**src/rtl/apb_slave_regfile.sv**
```systemverilog
`default_nettype none
// ============================================================================
// apb_slave_regfile : APB completer with a windowed, byte-strobed register file
// Revision 1.0
// ============================================================================
module apb_slave_regfile #(
  parameter int ADDR_WIDTH  = 32,
  parameter int DATA_WIDTH  = 32,
  parameter int REG_NUM     = 16,
  parameter int WAIT_CYCLES = 2
) (
  input  logic                    pclk_i,
  input  logic                    prstn_i,
  input  logic [ADDR_WIDTH-1:0]   paddr_i,
  input  logic [2:0]              pport_i,
  input  logic                    psel_i,
  input  logic                    penable_i,
  input  logic                    pwrite_i,
  input  logic [DATA_WIDTH-1:0]   pwdata_i,
  input  logic [DATA_WIDTH/8-1:0] pstrb_i,
  input  logic [ADDR_WIDTH-1:0]   reg_addr_high_i,
  input  logic [ADDR_WIDTH-1:0]   reg_addr_low_i,
  output logic                    pready_o,
  output logic [DATA_WIDTH-1:0]   prdata_o,
  output logic                    pslverr_o
);

  localparam int         IDX_W     = $clog2(REG_NUM);
  localparam int         STRB_W    = DATA_WIDTH / 8;
  localparam logic [3:0] WAIT_LOAD = 4'(WAIT_CYCLES);

  typedef enum logic [1:0] {
    IDLE = 2'd0,
    WAIT = 2'd1,
    DONE = 2'd2
  } state_t;

  state_t                state, state_nxt;
  logic [3:0]            cnt, cnt_nxt;
  logic                  enter_done;
  logic                  pready_nxt;
  logic                  pslverr_nxt;
  logic [DATA_WIDTH-1:0] prdata_nxt;

  logic                  xfer_write;
  logic                  xfer_err;
  logic [IDX_W-1:0]      xfer_idx;
  logic [DATA_WIDTH-1:0] xfer_wdata;
  logic [STRB_W-1:0]     xfer_strb;

  logic [DATA_WIDTH-1:0] mem [REG_NUM];

  logic                  setup_phase;
  logic [ADDR_WIDTH-1:0] offset;
  logic                  live_err;
  logic [IDX_W-1:0]      live_idx;
  logic                  cur_write;
  logic                  cur_err;
  logic [IDX_W-1:0]      cur_idx;
  logic                  commit;
  logic                  unused_ok;

  assign setup_phase = psel_i & ~penable_i;
  assign offset      = paddr_i - reg_addr_low_i;
  assign live_err    = (paddr_i < reg_addr_low_i) | (paddr_i > reg_addr_high_i) |
                       (paddr_i[1:0] != 2'b00);
  // Masking the word offset to the index width makes the window alias.
  assign live_idx    = offset[IDX_W+1:2];

  // With zero wait states DONE is entered straight from the setup cycle,
  // before the attributes are latched, so use the live decode there.
  assign cur_write = (state == IDLE) ? pwrite_i : xfer_write;
  assign cur_err   = (state == IDLE) ? live_err : xfer_err;
  assign cur_idx   = (state == IDLE) ? live_idx : xfer_idx;

  assign commit    = (state == DONE) & psel_i & xfer_write & ~xfer_err;

  assign unused_ok = &{1'b0, pport_i, offset};

  always_ff @(posedge pclk_i or negedge prstn_i) begin
    if (!prstn_i) begin
      state <= IDLE;
      cnt   <= 4'd0;
    end else begin
      state <= state_nxt;
      cnt   <= cnt_nxt;
    end
  end

  always_comb begin
    state_nxt  = state;
    cnt_nxt    = cnt;
    enter_done = 1'b0;
    case (state)
      IDLE: begin
        if (setup_phase) begin
          cnt_nxt = WAIT_LOAD;
          if (WAIT_LOAD == 4'd0) begin
            state_nxt  = DONE;
            enter_done = 1'b1;
          end else begin
            state_nxt = WAIT;
          end
        end
      end
      WAIT: begin
        if (!psel_i) begin
          state_nxt = IDLE;
          cnt_nxt   = 4'd0;
        end else if (penable_i) begin
          if (cnt <= 4'd1) begin
            state_nxt  = DONE;
            cnt_nxt    = 4'd0;
            enter_done = 1'b1;
          end else begin
            cnt_nxt = cnt - 4'd1;
          end
        end
      end
      DONE: begin
        state_nxt = IDLE;
        cnt_nxt   = 4'd0;
      end
      default: begin
        state_nxt = IDLE;
        cnt_nxt   = 4'd0;
      end
    endcase

    pready_nxt  = enter_done;
    pslverr_nxt = enter_done & cur_err;
    prdata_nxt  = (enter_done & ~cur_write & ~cur_err) ? mem[cur_idx] : '0;
  end

  always_ff @(posedge pclk_i or negedge prstn_i) begin
    if (!prstn_i) begin
      pready_o  <= 1'b0;
      pslverr_o <= 1'b0;
      prdata_o  <= '0;
    end else begin
      pready_o  <= pready_nxt;
      pslverr_o <= pslverr_nxt;
      prdata_o  <= prdata_nxt;
    end
  end

  // Window bounds are only consulted here, so later bound changes cannot
  // disturb a transfer already in flight.
  always_ff @(posedge pclk_i or negedge prstn_i) begin
    if (!prstn_i) begin
      xfer_write <= 1'b0;
      xfer_err   <= 1'b0;
      xfer_idx   <= '0;
      xfer_wdata <= '0;
      xfer_strb  <= '0;
    end else if ((state == IDLE) && setup_phase) begin
      xfer_write <= pwrite_i;
      xfer_err   <= live_err;
      xfer_idx   <= live_idx;
      xfer_wdata <= pwdata_i;
      xfer_strb  <= pstrb_i;
    end
  end

  always_ff @(posedge pclk_i or negedge prstn_i) begin
    if (!prstn_i) begin
      for (int r = 0; r < REG_NUM; r++) begin
        mem[r] <= '0;
      end
    end else if (commit) begin
      for (int b = 0; b < STRB_W; b++) begin
        if (xfer_strb[b]) begin
          mem[xfer_idx][b*8 +: 8] <= xfer_wdata[b*8 +: 8];
        end
      end
    end
  end

endmodule
`default_nettype wire

```
**config.mk**
```make
export PLATFORM = sky130hd
export DESIGN_NAME = apb_slave_regfile
export DESIGN_NICKNAME = d
export VERILOG_FILES = /design/src/rtl/apb_slave_regfile.sv
export SDC_FILE = /design/constraint.sdc
export NUM_CORES = 1
export LEC_CHECK = 0
export BUFFER_PORTS_ARGS = -buffer_cell sky130_fd_sc_hd__buf_2
export CAP_MARGIN = 0
export CORE_UTILIZATION = 25
export CTS_CLUSTER_SIZE = 10
export DETAILED_ROUTE_END_ITERATION = 6
export GPL_TIMING_DRIVEN = 1
export PLACE_DENSITY_LB_ADDON = 0.15
export SLEW_MARGIN = 5
export SYNTH_ARGS = -nofsm -noshare
export SYNTH_HDL_FRONTEND = slang
export SYNTH_SLANG_ARGS = --single-unit
```
**constraint.sdc**
```tcl
create_clock -name pclk_i -period 2.7 [get_ports pclk_i]
set_input_delay 0.81 -clock pclk_i [delete_from_list [all_inputs] [get_ports pclk_i]]
set_output_delay 0.81 -clock pclk_i [all_outputs]
set_load 0.01 [all_outputs]
```
# ---- After elaboration in Yosys (flattened, before gate mapping)
# Index checks and enable logic that the tools add are counted.
dict set report word_totals {
  reg_bits 594
  out_inout_bits 34
  elab_cells 100
  in_bits 140
}
dict set report op_classes {
  n_bitwise 15
  n_lt_le_gt_ge 6
  n_addsub 2
  n_eq_ne 5
  n_mux 40
  n_reduce_logical 6
}
# op count
set ops {}
lappend ops {{two-way mux 512 bit} 7}
lappend ops {{bitwise mux 512 bit} 4}
lappend ops {{demux 32 bit (select 4 bit)} 4}
lappend ops {{binary-select mux 32 bit (select 4 bit)} 1}
lappend ops {{two-way mux 32 bit} 4}
lappend ops {{> comparator 32 bit} 1}
lappend ops {{less-than comparator 32 bit} 1}
lappend ops {{two-way mux 24 bit} 1}
lappend ops {{two-way mux 4 bit} 5}
lappend ops {{two-way mux 16 bit} 1}
lappend ops {{greater-or-equal comparator 5 bit, second input constant} 2}
lappend ops {{NOT 4 -> 5 bit} 2}
lappend ops {{two-way mux 2 bit} 4}
lappend ops {{two-way mux 8 bit} 1}
lappend ops {{case mux 4 bit (2 select lines)} 1}
lappend ops {{bitwise AND 1 bit} 7}
lappend ops {{two-way mux 1 bit} 6}
lappend ops {{!= test 3 bit, second input constant} 2}
lappend ops {{subtractor 6 bit} 1}
lappend ops {{less-than comparator 5 x 1 -> 1 bit, second input constant} 1}
lappend ops {{less-or-equal comparator 4 x 1 -> 1 bit, second input constant} 1}
lappend ops {{NOT 1 bit} 4}
lappend ops {{case mux 2 bit (2 select lines)} 1}
lappend ops {{subtractor 4 x 1 -> 4 bit, second input constant} 1}
lappend ops {{9 further kinds} 11}

# ---- Logic depth before layout (Yosys ltp)
dict set report depth {
  ltp_word 16
  mapped_depth 12
  ltp_nobuf 9
}

# ---- Worst setup path after synthesis
# No wires, ideal clock.
dict set report synth_timing {
  path_type {input port to flip-flop}
  from {in reg_addr_low_i[1]}
  to {reg prdata_o[11]}
  setup_slack_ns 0.054
  setup_time_ns 0.071
  required_ns 2.629
  cell_stages 9
  arrival_ns 2.575
  path_buffers 1
  path_cell_list {inv_1 -> ha_1 -> a2111oi_4 -> o31ai_2 -> o31ai_4 -> nor3b_2 -> buf_4 -> nand3_1 -> nand4_1}
}
dict set report synth_via {
  elab_chain_len 7
  elab_cells_between_ends 13
  cone_classes {1 x add/sub; 1 x order compare; 6 x mux; 5 x bitwise}
}
# item line
set synth_rtl {}
lappend synth_rtl {{from (decl)} 22} ;# input logic [ADDR_WIDTH-1:0] reg_addr_low_i,
lappend synth_rtl {{less-than comparator 32 bit or subtractor 6 bit (tied branches)} {65, 64}}
lappend synth_rtl {{OR 1 bit or two-way mux 4 bit (tied branches)} {65, 74}}
lappend synth_rtl {{OR 1 bit or NOT 4 -> 5 bit (tied branches)} {65, 132}}
lappend synth_rtl {{two-way mux 1 bit or binary-select mux 32 bit (select 4 bit) (tied branches)} {73, 132}}
lappend synth_rtl {{NOT 1 bit or two-way mux 32 bit (tied branches)} 132} ;# prdata_nxt = (enter_done & ~cur_write & ~cur_err) ? mem[cur_idx] : '0;
lappend synth_rtl {{bitwise AND 1 bit or two-way mux 32 bit (tied branches)} 132}
lappend synth_rtl {{two-way mux 32 bit *} 132}
lappend synth_rtl {{net prdata_nxt[11]} 43} ;# logic [DATA_WIDTH-1:0] prdata_nxt;
lappend synth_rtl {{to (signal assigned)} 143} ;# prdata_o <= prdata_nxt;
lappend synth_rtl {{to (decl)} 24} ;# output logic [DATA_WIDTH-1:0] prdata_o,
# The timed path passes the listed nets; every way through them passes the cells marked *. The select of a mux whose other input is x is not followed.
# A chain may end at the register's enable or synchronous reset.

# ---- Final worst setup path
dict set report layout_timing {
  from {in paddr_i[2]}
  to {reg prdata_o[14]}
}
dict set report layout_via {
  elab_chain_len 7
  elab_cells_between_ends 14
  cone_classes {1 x add/sub; 2 x order compare; 6 x mux; 5 x bitwise}
}
# item line
set layout_rtl {}
lappend layout_rtl {{from (decl)} 14} ;# input logic [ADDR_WIDTH-1:0] paddr_i,
lappend layout_rtl {{less-than comparator 32 bit (tied with other cells)} 65} ;# assign live_err = (paddr_i < reg_addr_low_i) | (paddr_i > reg_addr_high_i) |
lappend layout_rtl {{OR 1 bit or two-way mux 4 bit (tied branches)} {65, 74}}
lappend layout_rtl {{OR 1 bit or NOT 4 -> 5 bit (tied branches)} {65, 132}}
lappend layout_rtl {{two-way mux 1 bit or binary-select mux 32 bit (select 4 bit) (tied branches)} {73, 132}}
lappend layout_rtl {{NOT 1 bit or two-way mux 32 bit (tied branches)} 132}
lappend layout_rtl {{bitwise AND 1 bit or two-way mux 32 bit (tied branches)} 132}
lappend layout_rtl {{two-way mux 32 bit *} 132}
lappend layout_rtl {{net prdata_nxt[14]} 43}
# Marks and branches as above.

==> results.py <==
metrics = {
    "status": {
        "status": "finished clean",
    },
    "floorplanning": {
        "ioPinCount": 174,
        "die_h_um": 339,
        "core_area_um2": 113000,
        "dieArea_um2": 115000,
        "fp.dieW_um": 339,
        "fp-row-count": 123,
        "start_util": 0.252,
    },
    "pwr": {
        "pwr-share-seq": 0.416,
        "power_density_nw_per_um2": 676,
        "power_w": 0.0240,
        "vdd_drop_max_mv": 0.454,
        "intPower_w": 0.0164,
        "p_comb_frac": 0.188,
        "p_leak_nw": 17.7,
        "pwr-share-clk": 0.396,
        "p_sw_frac": 0.315,
        "power.switching_w": 0.00754,
    },
    "finish": {
        "syn_to_final_growth_pct": 24.8,
        "n_antenna_cell": 0,
        "drive_gt1_frac": 0.332,
        "post-route-util": 0.315,
        "nets": 3191,
    },
    "synth": {
        "yosys_warnings": 0,
        "yosysUniqueCellTypes": 47,
        "ys_seq_elements": 594,
        "yosysTopAreaCell": "dfrtp_1",
        "yosysTopAreaCellShare": 0.523,
        "synth-seq-area-share": 0.523,
        "synth_area_per_cell_um2": 10.6,
        "syn_area_um2": 28400,
        "ys_top_cells_by_area": "dfrtp_1 52%, mux2_2 20%, nand2_1 9.3%",
        "async_reset_ff_frac": 1.00,
        "synth-main-ff-cell": "dfrtp_1",
        "synth_nets": 2888,
        "synth_edf_count": 0,
        "synthesis.instances": 2683,
    },
    "placed_design": {
        "place_congestion": 0.802,
        "dp_hpwl_um": 60300,
        "port_buffers": 170,
    },
    "route": {
        "drt_iter0_markers": 905,
        "routed_via_density": 4.61,
        "wl_per_cell_um": 19.7,
        "drtAntennaViolNets": 0,
        "drtPass1Iterations": 7,
        "routed_wl_um": 89100,
        "drc": 0,
        "via_count": 20900,
    },
    "cts": {
        "numCtsBuffers": 75,
        "cts_resized": 0,
        "cts_setup_buffers": 0,
        "max-clock-path-buffers": 3,
        "htreeDepth": 3,
        "root_buffer": "clkbuf_16",
        "clkSlewWorstSetupHoldPaths_ns": 0.05,
        "postCtsHoldBufs": 0,
        "cts.sinks": 594,
        "cts_tree": "built",
        "clkLatencyLatePin_ns": 0.62,
    },
    "sta": {
        "min_period_ns": 2.49,
        "max_freq_mhz": 401,
        "rsz0062_at_grt": "no",
        "setup-violations-final": 0,
        "worst_pin_slew_ns": 0.920,
        "hold_viol": 0,
        "skew_ns": 0.0165,
        "period_share": 0.924,
        "maxSlewViolCount": 0,
        "maxSlewHeadroom": 0.382,
    },
    "job": {
        "drv_cap": 0,
    },
    "global_route": {
        "grt_pass1_vias": 22700,
        "gr-total-overflow": 0,
        "grt_start_max_net_pins": 82,
        "grt_antenna_before_repair": 1,
        "grt_usage": 0.157,
        "grt_pass1_wl_um": 139000,
    },
    "critical_path": {
        "crit_fanout": 9,
        "rr_worst_depth": 8,
        "end_kind": "flop",
        "worstPathRequired_ns": 3.23,
        "arrival_ns": 3.02,
        "startpoint_type": "input port",
        "critPathKind": "in2reg",
    },
    "worst_hold_path": {
        "hold_path.class": "in2async",
    },
}
stage by stage:
step | std cells | setup WS (ns) | hold WS, ns | area [um2] | setup TNS (ns)
global route | 4529 | 0.0380 | 0.0781 | 35500 | 0
global placement | 4409 | -0.508 | 0.456 | 33200 | -13.27
floorplan | 2683 | 0.0543 | 0.438 | 28400 | 0
CTS | 4529 | 0.157 | 0.0635 | 35500 | 0
finish | 4529 | 0.205 | 0.0957 | 35500 | 0
detailed placement | 4409 | -0.478 | 0.459 | 33200 | -12.82
logic make-up after synthesis:
family,after synthesis,share of synthesized area
compound gates,70,0.0174
xor+xnor,4,0.00123
fa+ha+maj,65,0.0286
buf+inv,220,0.0399
flops,594,0.523
mux,514,0.204
simple gates,1216,0.187
power groups by stage:
stage / clock, W / sequential [W] / combinational (W)
final: 0.00949 / 0.00997 / 0.00451
after global routing: 0.0102 / 0.0101 / 0.00498
after CTS: 0.00983 / 0.00999 / 0.00460
after detailed placement: 0 / 0.0101 / 0.00458
after global placement: 0 / 0.0101 / 0.00456
after floorplan: 0 / 0.00950 / 0.00283
critical path: stages:
cell     delay, ns
buf_2         0.11
ha_1          0.36
o21a_1        0.13
nor2_1        0.04
buf_4         0.14
o31a_1        0.32
o31ai_4       0.22
and2_2        0.32
buf_4         0.29
nand3_1       0.13
nand4_1       0.16
layout make-up:
| cell class | count | area [um2] |
|---|---|---|
| sequential | 594 | 14900 |
| fill | 11500 | 77200 |
| tap | 1500 | 1880 |
| timing repair buffer | 379 | 3680 |
| inverter | 67 | 251 |
| clock inverter | 10 | 113 |
| clock buffer | 110 | 2190 |
| multi-input combinational | 1869 | 12500 |
worst paths after layout:
path	to	start	slack, ns
max	prdata_o[14]$_DFF_PN0_	paddr_i[2]	0.21
min	mem[245]$_DFFE_PN0P_	prstn_i	0.1
max reg2reg	prdata_o[14]$_DFF_PN0_	state[1]$_DFFE_PN0P_	0.21
min reg2reg	xfer_strb[0]$_DFFE_PN0P_	xfer_strb[0]$_DFFE_PN0P_	0.47
max in group asynchronous	mem[37]$_DFFE_PN0P_	prstn_i	1.61
min in group pclk_i	xfer_wdata[7]$_DFFE_PN0P_	pwdata_i[7]	0.38
sequential cells by signal, summed over array words and instances (netlist names):
register / cells
pslverr_o: 1
xfer_wdata: 32
xfer_err: 1
xfer_idx: 4
xfer_write: 1
state: 2
cnt: 4
prdata_o: 32
pready_o: 1
mem: 512
xfer_strb: 4
cell usage in the layout, fill, tap and decap left out, drive strengths merged, types with 5 or more instances in the layout:
cell and n:
nand2 703, dfrtp 594, mux2 513, nand3 390, buf 379, clkbuf 110, inv 70, ha 65
nand4 42, nor2 31, a21oi 17, o21ai 16, a21o 14, nor3 12, and3 10, nor2b 7
nand2b 6, clkinv 6, nor4 5, o31ai 5
layer usage:
layer	global-route usage	part of all wire	up-vias
li1	-	-	9816
met4	0.0432	0.024	2
met5	0	0.00021	-
met1	0.202	0.45	10500
met3	0.0253	0.033	126
met2	0.269	0.49	373
synth_stat cells, types with 2 or more instances:
cell       instances
nand2_1          703
dfrtp_1          594
mux2_2           513
nand3_1          390
inv_1             67
ha_1              65
buf_2             63
clkbuf_1          56
nand4_1           42
nor2_1            31
buf_6             29
a21oi_1           17
o21ai_0           16
a21o_1            14
nor3_1            11
and3_1            10
nor2b_1            7
nand2b_1           5
nor4_1             5
o211ai_1           4
xnor2_1            4
a2111oi_0          3
buf_4              3
o21a_1             3
o31ai_1            3
and4_1             2
buf_1              2
or4_1              2
Note: power is estimated with default switching activity, not from simulation.
